`config.mk`:
```
export PLATFORM = sky130hd
export DESIGN_NAME = pid_param
export DESIGN_NICKNAME = d
export VERILOG_FILES = /design/src/rtl/pid_param.sv
export SDC_FILE = /design/constraint.sdc
export NUM_CORES = 1
export LEC_CHECK = 0
export BUFFER_PORTS_ARGS = -buffer_cell sky130_fd_sc_hd__buf_2
export CORE_AREA = 2 2 145 175
export CTS_BUF_LIST = sky130_fd_sc_hd__clkbuf_8
export DETAILED_ROUTE_END_ITERATION = 16
export DIE_AREA = 0 0 147 177
export GPL_TIMING_DRIVEN = 0
export PLACE_DENSITY = 0.69
export SLEW_MARGIN = 20
export SYNTH_ARGS = -nofsm -noshare
export SYNTH_HDL_FRONTEND = slang
export SYNTH_SLANG_ARGS = --single-unit
export TNS_END_PERCENT = 100
```
`constraint.sdc`:
```
create_clock -name clk -period 8.2 [get_ports clk]
set_input_delay 1.64 -clock clk [delete_from_list [all_inputs] [get_ports clk]]
set_output_delay 1.64 -clock clk [all_outputs]
set_load 0.01 [all_outputs]
```
`src/rtl/pid_param.sv`:
```
// pid_param: two-stage PID controller for a self-balancing platform.
//
// Stage 1 (on vld): saturate pitch error, form P = err*kp, I = integrator>>>ki_shft,
//   D = -(ptch_rt>>>kd_shft), and update the integrator with overflow and
//   anti-windup protection.
// Stage 2 (one cycle later): sum P+I+D at full width, saturate to OUT_W,
//   apply the soft-start clamp, register into PID_cntrl and pulse cntrl_vld.
// A soft-start counter ramps while pwr_up is high; its top SS_W bits are ss_tmr.
//
// Ports:
//   clk, rst_n        clock, asynchronous active-low reset
//   vld               new ptch/ptch_rt sample (single-cycle strobe)
//   pwr_up            power enable; low clears the soft-start counter
//   rider_off         rider absent; clears integrator and output path
//   ptch, ptch_rt     signed pitch error / pitch rate (IN_W)
//   kp, ki_shft, kd_shft  gains
//   PID_cntrl         signed, saturated, soft-start-limited control (OUT_W)
//   cntrl_vld         one-cycle pulse when PID_cntrl is updated
//   sat_flag          last update was clamped
//   ss_tmr            soft-start timer (SS_W)
//
// Handshake: there is no back-pressure. Every cycle with vld=1 (and rider_off=0)
// is accepted; exactly two cycles later cntrl_vld pulses for one cycle with the
// result. Back-to-back vld gives back-to-back cntrl_vld.
module pid_param #(
  parameter int IN_W     = 16,
  parameter int ERR_W    = 10,
  parameter int INT_W    = 18,
  parameter int OUT_W    = 12,
  parameter int SS_W     = 8,
  parameter int FAST_SIM = 0
) (
  input  logic                    clk,
  input  logic                    rst_n,
  input  logic                    vld,
  input  logic                    pwr_up,
  input  logic                    rider_off,
  input  logic signed [IN_W-1:0]  ptch,
  input  logic signed [IN_W-1:0]  ptch_rt,
  input  logic [4:0]              kp,
  input  logic [2:0]              ki_shft,
  input  logic [2:0]              kd_shft,
  output logic signed [OUT_W-1:0] PID_cntrl,
  output logic                    cntrl_vld,
  output logic                    sat_flag,
  output logic [SS_W-1:0]         ss_tmr
);

  localparam int P_W    = ERR_W + 6;
  localparam int D_W    = IN_W + 1;  // one extra bit so negating the most-negative rate cannot wrap
  localparam int MAX_W  = (P_W > INT_W) ? ((P_W > D_W) ? P_W : D_W)
                                        : ((INT_W > D_W) ? INT_W : D_W);
  localparam int SUM_W  = MAX_W + 2;  // headroom for a three-term sum
  localparam int CNT_W  = SS_W + 19;
  localparam int LIM_SH = OUT_W - 1 - SS_W;

  localparam logic [CNT_W-1:0] CNT_INC = (FAST_SIM != 0) ? CNT_W'(256) : CNT_W'(1);
  localparam logic signed [IN_W-1:0]  ERR_HI = IN_W'((2 ** (ERR_W - 1)) - 1);
  localparam logic signed [IN_W-1:0]  ERR_LO = IN_W'(-(2 ** (ERR_W - 1)));
  localparam logic signed [SUM_W-1:0] OUT_HI = SUM_W'((2 ** (OUT_W - 1)) - 1);
  localparam logic signed [SUM_W-1:0] OUT_LO = SUM_W'(-(2 ** (OUT_W - 1)));

  // ---------------- soft-start timer ----------------
  logic [CNT_W-1:0] cnt;
  logic             ss_full;

  assign ss_tmr  = cnt[CNT_W-1 -: SS_W];
  assign ss_full = &ss_tmr;

  always_ff @(posedge clk or negedge rst_n) begin
    if (!rst_n)        cnt <= '0;
    else if (!pwr_up)  cnt <= '0;
    else if (!ss_full) cnt <= cnt + CNT_INC;
  end

  // ---------------- stage 1 terms ----------------
  logic signed [ERR_W-1:0] err_sat;
  logic signed [P_W-1:0]   p_term;
  logic signed [INT_W-1:0] i_term;
  logic signed [D_W-1:0]   d_term;
  logic signed [INT_W-1:0] integ, err_ext, integ_sum;
  logic                    integ_ovf, windup;

  always_comb begin
    if (ptch > ERR_HI)      err_sat = ERR_HI[ERR_W-1:0];
    else if (ptch < ERR_LO) err_sat = ERR_LO[ERR_W-1:0];
    else                    err_sat = ptch[ERR_W-1:0];
  end

  // kp is zero-extended so the product stays a signed multiply.
  assign p_term = P_W'(err_sat) * P_W'($signed({1'b0, kp}));
  assign i_term = integ >>> ki_shft;
  assign d_term = -(D_W'(ptch_rt) >>> kd_shft);

  assign err_ext   = INT_W'(err_sat);
  assign integ_sum = integ + err_ext;
  // Overflow: operands share a sign but the sum's sign differs.
  assign integ_ovf = (integ[INT_W-1] == err_ext[INT_W-1]) &&
                     (integ_sum[INT_W-1] != integ[INT_W-1]);
  // Anti-windup: do not push further in the direction the output is already clamped.
  assign windup    = sat_flag && (err_sat[ERR_W-1] == PID_cntrl[OUT_W-1]);

  logic signed [P_W-1:0]   p_s1;
  logic signed [INT_W-1:0] i_s1;
  logic signed [D_W-1:0]   d_s1;
  logic                    s1_vld;

  always_ff @(posedge clk or negedge rst_n) begin
    if (!rst_n) begin
      integ  <= '0;
      p_s1   <= '0;
      i_s1   <= '0;
      d_s1   <= '0;
      s1_vld <= 1'b0;
    end else if (rider_off) begin
      integ  <= '0;
      s1_vld <= 1'b0;
    end else if (vld) begin
      p_s1   <= p_term;
      i_s1   <= i_term;  // integrator value before this sample's accumulation
      d_s1   <= d_term;
      s1_vld <= 1'b1;
      if (!integ_ovf && !windup) integ <= integ_sum;
    end else begin
      s1_vld <= 1'b0;
    end
  end

  // ---------------- stage 2: sum, saturate, soft-start clamp ----------------
  logic signed [SUM_W-1:0] sum;
  logic signed [OUT_W-1:0] sat_val, lim, clamped;
  logic                    clip;

  assign sum = SUM_W'(p_s1) + SUM_W'(i_s1) + SUM_W'(d_s1);
  assign lim = OUT_W'(ss_tmr) << LIM_SH;

  always_comb begin
    if (sum > OUT_HI)      sat_val = OUT_HI[OUT_W-1:0];
    else if (sum < OUT_LO) sat_val = OUT_LO[OUT_W-1:0];
    else                   sat_val = sum[OUT_W-1:0];
    clamped = sat_val;
    if (!ss_full) begin
      if (sat_val > lim)       clamped = lim;
      else if (sat_val < -lim) clamped = -lim;
    end
  end

  assign clip = (SUM_W'(clamped) != sum);

  always_ff @(posedge clk or negedge rst_n) begin
    if (!rst_n) begin
      PID_cntrl <= '0;
      cntrl_vld <= 1'b0;
      sat_flag  <= 1'b0;
    end else if (rider_off) begin
      PID_cntrl <= '0;
      cntrl_vld <= 1'b0;
      sat_flag  <= 1'b0;
    end else if (s1_vld) begin
      PID_cntrl <= clamped;
      cntrl_vld <= 1'b1;
      sat_flag  <= clip;
    end else begin
      cntrl_vld <= 1'b0;
    end
  end

endmodule

```
Word-level counts from Yosys, hierarchy flattened

Index checks and enable logic that the tools add are counted.

Register bits after elaboration: 111
Output and inout port bits: 22

$add $sub $neg: 6
Multipliers: 1
Order comparisons: 6
Equal/unequal tests: 5
Shift-type cells: 2
Mux-type cells: 20
Bitwise logic cells: 1
Reductions and logical operators: 11

Operators by type and width:

| kind                                                          | count |
|---|---|
| two-way mux 12 bit                                            | 7 |
| two-way mux 18 bit                                            | 3 |
| two-way mux 27 bit                                            | 2 |
| adder 27 x 1 -> 27 bit (second input constant)                | 1 |
| adder 19 x 17 -> 20 bit                                       | 1 |
| > comparator 20 x 12 -> 1 bit (second input constant)         | 1 |
| less-than comparator 20 x 12 -> 1 bit (second input constant) | 1 |
| two-way mux 10 bit                                            | 2 |
| inequality test 12 x 20 -> 1 bit                              | 1 |
| adder 16 x 18 -> 19 bit                                       | 1 |
| adder 18 x 10 -> 18 bit                                       | 1 |
| >>> shifter 18 x 3 -> 18 bit                                  | 1 |
| negator 17 bit                                                | 1 |
| >>> shifter 16 x 3 -> 17 bit                                  | 1 |
| > comparator 16 x 10 -> 1 bit (second input constant)         | 1 |
| less-than comparator 16 x 10 -> 1 bit (second input constant) | 1 |
| multiplier 10 x 6 -> 16 bit                                   | 1 |
| > comparator 12 bit                                           | 1 |
| less-than comparator 12 bit                                   | 1 |
| negator 11 -> 12 bit                                          | 1 |
| AND reduction 8 bit                                           | 1 |
| two-way mux 1 bit                                             | 6 |
| nonzero test 2 bit                                            | 3 |
| AND reduction 2 bit                                           | 2 |
| 6 further kinds                                               | 10 |

Depth between registers and ports, before layout

Depth after elaboration: 12
Gate-level depth with buffers: 28

Least setup slack after synthesis

Ideal clock, no wire load.

Path type: in2reg
From: in ptch[15]
To: reg p_s1[15]
Data arrival time: 6.066 ns
Setup slack: 2.000 ns
Stages: 23
Cells stage by stage: clkbuf_1 > a21oi_1 > o21a_1 > nand2_1 > fa_1 > inv_1 > ha_1 > inv_1 > fa_1 > inv_1 > fa_1 > a21o_1 > a21oi_1 > o21bai_1 > a21oi_1 > o21bai_1 > a21oi_1 > o21bai_1 > a21oi_1 > o21bai_1 > a21oi_1 > xnor2_1 > o21ai_0

Longest elaborated chain between the ends: 4
Elaborated cells on any way between the ends: 5
Classes of those cells: 1 x mul; 2 x order compare; 2 x mux

RTL lines:

| element                               | RTL line | text |
|---|---|---|
| start, declared                       | 38       | `input logic signed [IN_W-1:0] ptch,` |
| less-than comparator 16 x 10 -> 1 bit | 86       | `else if (ptch < ERR_LO) err_sat = ERR_LO[ERR_W-1:0];` |
| two-way mux 10 bit                    | 86       |  |
| two-way mux 10 bit *                  | 85       | `if (ptch > ERR_HI) err_sat = ERR_HI[ERR_W-1:0];` |
| multiplier 10 x 6 -> 16 bit *         | 91       | `assign p_term = P_W'(err_sat) * P_W'($signed({1'b0, kp}));` |
| end signal, assigned                  | 119      | `p_s1 <= p_term;` |
| end, declared                         | 103      | `logic signed [P_W-1:0] p_s1;` |

Every way passes the cells marked *; elsewhere a longest branch is shown, timed or not.
A chain may end at the register's enable or synchronous reset.

Worst setup path in the final report

From: reg p_s1[1]
To: reg sat_flag

Longest elaborated chain between the ends: 12
Elaborated cells on any way between the ends: 14
Classes of those cells: 2 x add/sub; 4 x order compare; 1 x eq/ne; 7 x mux

RTL lines:

| element                               | RTL line | text |
|---|---|---|
| adder 16 x 18 -> 19 bit *             | 134      | `assign sum = SUM_W'(p_s1) + SUM_W'(i_s1) + SUM_W'(d_s1);` |
| adder 19 x 17 -> 20 bit *             | 134      |  |
| less-than comparator 20 x 12 -> 1 bit | 139      | `else if (sum < OUT_LO) sat_val = OUT_LO[OUT_W-1:0];` |
| two-way mux 12 bit                    | 139      |  |
| two-way mux 12 bit                    | 138      | `if (sum > OUT_HI) sat_val = OUT_HI[OUT_W-1:0];` |
| less-than comparator 12 bit           | 144      | `else if (sat_val < -lim) clamped = -lim;` |
| two-way mux 12 bit                    | 144      |  |
| two-way mux 12 bit                    | 143      | `if (sat_val > lim) clamped = lim;` |
| two-way mux 12 bit                    | 142      | `if (!ss_full) begin` |
| inequality test 12 x 20 -> 1 bit *    | 148      | `assign clip = (SUM_W'(clamped) != sum);` |
| two-way mux 1 bit *                   | 159      | `end else if (s1_vld) begin` |
| two-way mux 1 bit *                   | 155      | `end else if (rider_off) begin` |
| end signal, assigned                  | 162      | `sat_flag <= clip;` |
| end, declared                         | 45       | `output logic sat_flag,` |

Every way passes the cells marked *; elsewhere a longest branch is shown, timed or not. The select of a mux whose other input is x is not followed.

==> flow_metrics.env <==
export IMPL_start_util_pct=44.14
export IMPL_whs_ps=486.8
export IMPL_final_antenna_net_count=0
export IMPL_io_buffers=60
export IMPL_layout_common_cells="132 x nand2_1, 111 x dfrtp_1, 84 x ha_1"
export IMPL_synth_seq_cells=111
export IMPL_setup_violations=0
export IMPL_fin_area_mm2=0.01176
export IMPL_syn_to_final_growth_pct=9.026
export IMPL_hpwl_um=19950
export IMPL_p_leak_nw=5.456
export IMPL_fin_setup_tns_ps=0
export IMPL_use_met3_pct=1.727
export IMPL_drt_iter0_markers=443
export IMPL_critPathMaxFanout=10
export IMPL_place_inst=1598
export IMPL_grt_use_met2_pct=36.66
export IMPL_syn_cell_area_mm2=0.01079
export IMPL_antenna_cells=0
export IMPL_clk_pin_slew_ps=110
export IMPL_cts_buffer_depth=2
export IMPL_max_slew_worst_pin_slew_ps=854.2
export IMPL_dieWidth_um=147
export IMPL_cp_start_kind="flip-flop"
export IMPL_synth_edf_count=0
export IMPL_fin_nets=1467
export IMPL_cts_buffers=9
export IMPL_post_cts_repair_setup_buffers=0
export IMPL_arrival_ps=7390
export IMPL_grtUsageTotal_pct=19.61
export IMPL_gp_congestion=0.9188
export IMPL_use_met1_pct=23.64
export IMPL_vias=8727
export IMPL_maxCapViolCount=0
export IMPL_clock_latency_ps=410
export IMPL_core_area_mm2=0.02444
export IMPL_critical_path_class="flip-flop to flip-flop"
export IMPL_hold_buffers=0
export IMPL_detail_route_vias_per_cell=5.407
export IMPL_final_layout_size_suffix_gt1_share_pct=9.930
export IMPL_cp_startpoint="p_s1[1]"
export IMPL_holdCritPathClass="flip-flop to flip-flop"
export IMPL_vdd_drop_max_uv=193.6
export IMPL_min_to="PID_cntrl[0]"
export IMPL_top_usage_layer="met2"
export IMPL_syn_nets=1395
export IMPL_antenna_found_initial=0
export IMPL_regArea_mm2=0.002778
export IMPL_reg2reg_depth=26
export IMPL_outcome="finished, final reports clean"
export IMPL_utilization_pct=48.12
export IMPL_hold_depth=2
export IMPL_clockRootBuffer="clkbuf_8"
export IMPL_synthArstFlopShare_pct=100.0
export IMPL_cellPowerDensity_mw_per_mm2=343.9
export IMPL_multiInputGateArea_mm2=0.007488
export IMPL_synth_top_cell_by_area="dfrtp_1"
export IMPL_fmax_mhz=141.6
export IMPL_total_power_mw=4.044
export IMPL_hold_viol_final=0
export IMPL_yosysSeqAreaShare_pct=25.75
export IMPL_synth_top_area_share_pct=25.75
export IMPL_grt_pass1_vias=8796
export IMPL_setup_slack_ps=1139
export IMPL_ys_warn_count=0
export IMPL_end_kind="flip-flop"
export IMPL_r2r_start="p_s1[1]"
export IMPL_grt_max_degree=75
export IMPL_grt_pass1_wl_um=42060
export IMPL_die_h_um=177
export IMPL_tritoncts="done"
export IMPL_first_pass_iters=6
export IMPL_syn_avg_cell_area_um2=8.899
export IMPL_crit_required_ps=8530
export IMPL_die_area_mm2=0.02602
export IMPL_finalCriticalPeriod_ps=7061
export IMPL_min_delay_start="PID_cntrl[0]"
export IMPL_rr_endpoint="sat_flag"
export IMPL_drt_wl_total_um=24450
export IMPL_period_share_pct=86.11
export IMPL_final_common_cell="nand2_1"
export IMPL_syn_inst=1212
export IMPL_synth_area_leaders="dfrtp_1 26%, ha_1 9.7%, fa_1 9.5%, mux2i_1 6.3%, xnor2_1 5.2%"
export IMPL_pin_count=70
export IMPL_cts_sinks=111
export IMPL_cts_resized=0
export IMPL_rsz0062_at_grt="false"
export IMPL_final_cells=1614
export IMPL_synth_flop_cell="dfrtp_1"
export IMPL_h_tree_depth=3
export IMPL_n_fill_cell=2395
export IMPL_post_drt_wl_per_cell_um=15.15
export IMPL_r2r_slack_ps=1140
export IMPL_place_area_mm2=0.01153
export IMPL_grt_overflow=0
export IMPL_drc_errors=0
export IMPL_slew_violations=0
export IMPL_fin_skew_ps=10.56
export IMPL_ys_types=79
export IMPL_slew_headroom_pct=42.79
export IMPL_dp_slack_ps=1134
export IMPL_rows=63
==> per-layer routing <==
layer / part of all wire (%) / vias to the layer above
li1: - / 4382
met1: 44 / 4169
met2: 52 / 140
met3: 2.2 / 36
met4: 2.4 / 0
met5: 0 / -
==> where the power goes <==
part | leakage [nW] | switching, mW | internal, mW
combinational | 3.88 | 1.72 | 1.20
sequential | 1.46 | 0.0995 | 0.640
clock | 0.119 | 0.207 | 0.180
==> state kept, by name (all words and copies together), names as in the netlist <==
| name | count |
|---|---|
| p_s1 | 16 |
| cnt | 27 |
| PID_cntrl | 12 |
| integ | 18 |
| cntrl_vld | 1 |
| d_s1 | 17 |
| i_s1 | 18 |
| sat_flag | 1 |
| s1_vld | 1 |
==> Yosys cell counts (19+ instances only) <==
cell type	n
and2_1	64
inv_1	71
nand3_1	35
fa_1	51
nor3_1	20
nand2_1	132
mux2i_1	68
a21oi_1	57
nor2_1	76
ha_1	84
clkbuf_1	39
xnor2_1	64
o21ai_0	77
xor2_1	19
dfrtp_1	111
==> critical path: stages (launching register included) <==
cell and delay [ps]:
dfrtp_1 340, inv_1 70, fa_1 540, inv_1 50, ha_1 230, fa_1 440, a211oi_1 320, o211ai_1 220
a31oi_1 340, or3_1 180, nand4_1 90, nor3_1 500, a31oi_1 290, clkbuf_1 270, a21o_1 250, ha_1 290
nor2b_1 130, o21a_1 160, o21ai_0 150, a21oi_1 130, o311ai_0 450, a31oi_1 410, a21o_1 300, o22a_1 250
o2111a_1 250, and3_1 170, a31oi_1 160
==> cell families (layout without fill, tap and decap cells) <==
group / Yosys count / after routing / share of synthesized area [%]
AO/OA/AOI/OAI: 262 / 262 / 15.84
XOR/XNOR: 83 / 83 / 6.740
adder cells (fa/ha/maj): 135 / 135 / 19.21
buffers and inverters: 127 / 204 / 4.814
flip-flops: 111 / 111 / 25.75
multiplexers: 87 / 87 / 9.130
AND/OR/NAND/NOR: 407 / 407 / 18.52
==> worst max path at each step <==
stage                     to  slack (ps)  depth (start not counted)
floorplan           p_s1[15]        2000                         23
global placement    p_s1[15]        1200                         23
detailed placement  p_s1[15]        1130                         23
CTS                 sat_flag        1220                         26
global route        sat_flag         580                         27
finish              sat_flag        1140                         26
==> area by class of cell <==
type | count | share of cell area [%]
multi-input combinational | 974 | 63.68
sequential | 111 | 23.62
tap | 325 | 3.458
timing repair buffer | 61 | 2.841
inverter | 73 | 2.330
buffer | 54 | 2.086
clock buffer | 9 | 1.053
clock inverter | 7 | 0.9257
(Power assumes the default switching activity.)
